==> src/rtl/jtframe_snd_sddac_pkg.sv <==
// Shared constants and helpers for the stereo sigma-delta audio output stage.
package jtframe_snd_sddac_pkg;

    localparam int ACC_W = 24;
    localparam int PCM_W = 20;

    localparam logic signed [ACC_W-1:0] FS = 24'sh080000;

    // Offset-binary sample placed below the full-scale bit: range 0..0x7FFF8.
    function automatic logic [PCM_W-1:0] snd_pad(input logic [15:0] snd, input logic signed_flag);
        return {1'b0, snd[15] ^ signed_flag, snd[14:0], 3'b000};
    endfunction

    function automatic logic signed [ACC_W-1:0] sat24(input logic signed [ACC_W+1:0] v);
        if (v > 26'sd8388607)
            return 24'sh7FFFFF;
        else if (v < -26'sd8388608)
            return 24'sh800000;
        else
            return v[ACC_W-1:0];
    endfunction

endpackage

==> src/rtl/jtframe_snd_sddac_sd2_modulator.sv <==
// Second-order 1-bit sigma-delta modulator with saturating integrators.
module jtframe_snd_sddac_sd2_modulator
    import jtframe_snd_sddac_pkg::*;
(
    input  logic             clk,
    input  logic             rst,
    input  logic             cen,
    input  logic [PCM_W-1:0] pcm,
    output logic             q
);

    logic signed [ACC_W-1:0] i1, i2, i1n, i2n, fb;
    logic signed [ACC_W+1:0] s1, s2;

    // NOTE: every always_comb output gets a value on every path, so no latch is inferred.
    always_comb begin
        fb  = q ? FS : '0;
        s1  = (ACC_W+2)'(i1) + $signed({{(ACC_W+2-PCM_W){1'b0}}, pcm}) - (ACC_W+2)'(fb);
        i1n = sat24(s1);
        s2  = (ACC_W+2)'(i2) + (ACC_W+2)'(i1n) - (ACC_W+2)'(fb);
        i2n = sat24(s2);
    end

    // NOTE: state registers use non-blocking assignments so every update sees pre-edge values.
    always_ff @(posedge clk or posedge rst) begin
        if (rst) begin
            i1 <= '0;
            i2 <= '0;
            q  <= 1'b0;
        end else if (cen) begin
            i1 <= i1n;
            i2 <= i2n;
            q  <= ~i2n[ACC_W-1];
        end
    end

endmodule

==> src/rtl/jtframe_snd_sddac.sv <==
// Stereo 1-bit audio output: divide-by-4 enable, sample formatting, sigma-delta per channel.
module jtframe_snd_sddac
    import jtframe_snd_sddac_pkg::*;
#(
    parameter logic SIGNED_SND = 1'b0,
    parameter logic STEREO     = 1'b0
) (
    input  logic        clk_dac,
    input  logic        rst,
    input  logic [15:0] snd_left,
    input  logic [15:0] snd_right,
    output logic        snd_pwm_left,
    output logic        snd_pwm_right,
    output logic        cen_dac
);

    logic [3:0]       sr;
    logic [PCM_W-1:0] pcm_left, pcm_right;
    logic             q_left;

    // One-hot ring: the enable lands on the 2nd edge after release, then every 4th.
    always_ff @(posedge clk_dac or posedge rst) begin
        if (rst) sr <= 4'b0100;
        else     sr <= {sr[2:0], sr[3]};
    end

    assign cen_dac   = sr[0];
    assign pcm_left  = snd_pad(snd_left,  SIGNED_SND);
    assign pcm_right = snd_pad(snd_right, SIGNED_SND);

    jtframe_snd_sddac_sd2_modulator u_left (
        .clk (clk_dac),
        .rst (rst),
        .cen (cen_dac),
        .pcm (pcm_left),
        .q   (q_left)
    );

    assign snd_pwm_left = q_left;

    generate
        if (STEREO) begin : g_stereo
            logic q_right;

            jtframe_snd_sddac_sd2_modulator u_right (
                .clk (clk_dac),
                .rst (rst),
                .cen (cen_dac),
                .pcm (pcm_right),
                .q   (q_right)
            );

            assign snd_pwm_right = q_right;
        end else begin : g_mono
            // The right pcm path is unused in mono builds.
            logic unused_right;
            assign unused_right  = ^pcm_right;
            assign snd_pwm_right = q_left;
        end
    endgenerate

endmodule

==> config.mk <==
export PLATFORM = sky130hd
export DESIGN_NAME = jtframe_snd_sddac
export DESIGN_NICKNAME = d
export VERILOG_FILES = /design/src/rtl/jtframe_snd_sddac_pkg.sv /design/src/rtl/jtframe_snd_sddac_sd2_modulator.sv /design/src/rtl/jtframe_snd_sddac.sv
export SDC_FILE = /design/constraint.sdc
export NUM_CORES = 1
export LEC_CHECK = 0
export CAP_MARGIN = 20
export CORE_UTILIZATION = 60
export CTS_BUF_LIST = sky130_fd_sc_hd__clkbuf_16
export CTS_CLUSTER_DIAMETER = 100
export CTS_CLUSTER_SIZE = 16
export DETAILED_ROUTE_END_ITERATION = 8
export HOLD_SLACK_MARGIN = 0.02
export MAX_ROUTING_LAYER = met4
export PLACE_DENSITY_LB_ADDON = 0.08
export SLEW_MARGIN = 20
export SYNTH_ARGS = -nofsm -noshare
export SYNTH_HDL_FRONTEND = slang
export SYNTH_SLANG_ARGS = --single-unit
export TNS_END_PERCENT = 50
==> constraint.sdc <==
create_clock -name clk_dac -period 8.25 [get_ports clk_dac]
set_clock_uncertainty 0.2 [all_clocks]
set_input_delay 1.65 -clock clk_dac [delete_from_list [all_inputs] [get_ports clk_dac]]
set_output_delay 1.65 -clock clk_dac [all_outputs]
set_load 0.05 [all_outputs]
==> impl_results.md <==
* Outcome: finished, final reports clean
* Relative slew slack at 52.56%
* Drt pass-1 iters at 5
* Hold WS at 0.1529 ns
* Initial DRC count at 232
* CP delay by family, top: compound AO/OA/AOI/OAI gates
* Crit Path Class: input port to flip-flop
* Most common flop cell mapped by yosys: dfrtp_1
* Synth top area share at 26.91%
* Psw at 0.2049 mW
* Avg Cell Area, Syn at 8.559 um2
* Syn Inst Count at 565
* Clk root buf: clkbuf_16
* Synthesized flop and latch total at 53
* Antenna violations before repair at 0
* Largest net degree at the start of global routing at 64
* Drt drc at 0
* Worst Tran Pin Value at 0.7117 ns
* Largest cells by area after synthesis: dfrtp_1 27%, ha_1 11%, a21oi_1 6.7%
* Yosys Warn Count at 0
* Die X at 91.78 um
* Antenna Nets Post-Route at 0
* RePlAce Congestion at 0.9580
* IO buf count at 20
* Die Y at 91.78 um
* Fin. Hold Viols at 0
* Final Critical Period at 7.897 ns
* Rows at 32
* Vias per cell at 6.004
* Via count of the routed design at 4413
* CTS H-tree lvls at 2
* # fillers at 612
* Vias in the first global route at 4508
* Drt wl/cell at 16.75 um
* Achievable Freq at 0.1266 GHz
* Pwr dens at 115.0 nW/um2
* FF/Latch Area at 1329 um2
* Crit-path most repeated cell: ha_1
* Aggregate global-route resource usage at 31.76%
* CTS tree: built
* Ant diodes at 0
* Total CTS buffers at 5
* Flop-to-flop setup slack at 1.75 ns
* Critical Path Fanout Max at 8
* Drt total wl at 12310 um
* Worst path arrival time at 7.91 ns
* Post-Layout Inst Area at 5747 um2
* Post-synth EDFFs at 0
* Layout Nets at 710
* Skew-Pair Late Insertion Delay at 0.29 ns
* Number of clock sinks at 53
* Worst Path Required at 8.26 ns
* Max Slew Vio Count at 0
* Max cap viols at 0
* Commonest non-fill, non-tap cell in the layout: a21oi_1
* Crit-path max cell delay at 0.53 ns
* Core footprint at 7767 um2
* Placed Area at 5550 um2
* Distinct cells, synth at 69
* Worst vdd ir at 0.00008824 V
* Slowest cell on the critical path: or4b_4
* Die Area at 8423 um2
* Switch share at 31.00%
* Initial core utilization at 62.26%
* Ys async rst share at 100.0%
* Multi-input gate area at 3343 um2
* Buf/Inv on CP at 5
* Unrepaired setup endpoints after global routing: false
* Area Growth Syn to Fin at 18.84%
* Finish-stage setup viols at 0
* Leak pwr at 2.585 nW
* Syn Nets at 643
* Sequential share of the synthesized area at 27.45%
* Max clock buf depth at 2
* Comb pwr share at 28.0%
* Crit. End Element: flip-flop
* Global-route wire length before repair at 20710 um
* Post-DP HPWL at 9453 um
* Cell accounting for the most synthesized area: dfrtp_1
* Reg power frac at 39.3%
* Total gr overflow at 0
* Critical path startpoint category: input port
* Mapped Area at 4836 um2
* Clk pwr share at 32.8%
* Final period utilization at 95.73%
* Share of layout cells above drive strength 1 at 20.54%
* Commonest non-fill, non-tap cells in the layout: 64 x a21oi_1, 60 x buf_4, 59 x nand2_1
* Hold Crit Class: flip-flop to flip-flop
* Clock slew at reported path FFs at 0.07 ns
* CTS Hold Bufs at 0
* Int Power at 0.4560 mW
* I/O pins at 37
==> sequential cells by signal (all words and copies together), names as in the netlist <==
signal	count
u_left.q	1
u_left.i1	24
u_left.i2	24
sr	4
==> cell type report <==
| cell class | instances | share of cell area, % |
|---|---|---|
| multi-input cells | 466 | 58.18 |
| repair buffers | 83 | 12.37 |
| clock inverters | 3 | 0.4354 |
| clock buffers | 5 | 2.177 |
| inverters | 23 | 1.502 |
| flip-flops and latches | 53 | 23.12 |
| well taps | 102 | 2.221 |
==> routing by layer <==
metal  GRT usage [%]  vias up  part of all wire, %
met5               -        -                    0
met1           40.21     2080                   46
li1                -     2195                    -
met3           3.814       20                  4.9
met2           52.76      118                   47
met4           11.07        0                  2.0
==> what timing repair did <==
action	4_1_cts	5_1_grt
buffers inserted	0	0
gates resized for setup	0	12
setup endpoints to repair	0	25
==> logic make-up after synthesis <==
| kind of cell | Yosys count | share of synthesized area, % |
|---|---|---|
| DFF | 53 | 27.45 |
| xor gates and xnor gates | 29 | 5.252 |
| muxes | 16 | 3.674 |
| AOI/OAI and AO/OA | 196 | 29.13 |
| and+or+nand+nor | 181 | 18.42 |
| adders and majority gates | 44 | 11.69 |
| buffers and inverters | 46 | 4.372 |
==> cells in the mapped netlist, drive strengths merged, types with 8 or more instances <==
cell type	instances
or2	8
ha	42
mux2	14
o21a	8
xor2	12
clkbuf	12
a21o	15
a21oi	76
xnor2	17
buf	11
dfrtp	52
a31oi	11
nor2	45
inv	23
nand4	10
o21ai	31
a211oi	8
and2	8
nand3	8
nand2	59
==> power by group through the flow <==
stage / clock [mW] / combinational [mW] / sequential [mW]
final: 0.217 / 0.185 / 0.260
after global placement: 0 / 0.175 / 0.265
after floorplan: 0 / 0.119 / 0.265
after global routing: 0.233 / 0.203 / 0.260
after CTS: 0.225 / 0.180 / 0.259
after detailed placement: 0 / 0.178 / 0.265
==> path summary, 6_finish.rpt <==
check,startpoint,end,cells after the start
max,snd_left[5],u_left.i2[16],27
min reg2reg,sr[3],sr[0],0
min in group asynchronous,rst,sr[1],2
max in group asynchronous,rst,sr[0],3
max reg2reg,u_left.i1[8],u_left.i2[16],26
min,sr[3],sr[0],0
==> per-stage QoR <==
stage               total power [mW]  cells  setup TNS (ns)  setup WS [ns]  util, %
floorplan                     0.3842    565               0         0.4353        -
global placement              0.4397    727       -0.009249      -0.004432    71.46
detailed placement            0.4426    727          -3.309        -0.2293    71.46
CTS                           0.6642    735               0        0.04954    73.39
global route                  0.6962    735               0        0.02205    73.99
finish                        0.6609    735               0         0.3525    73.99
Note: power is estimated with default switching activity, not from simulation.
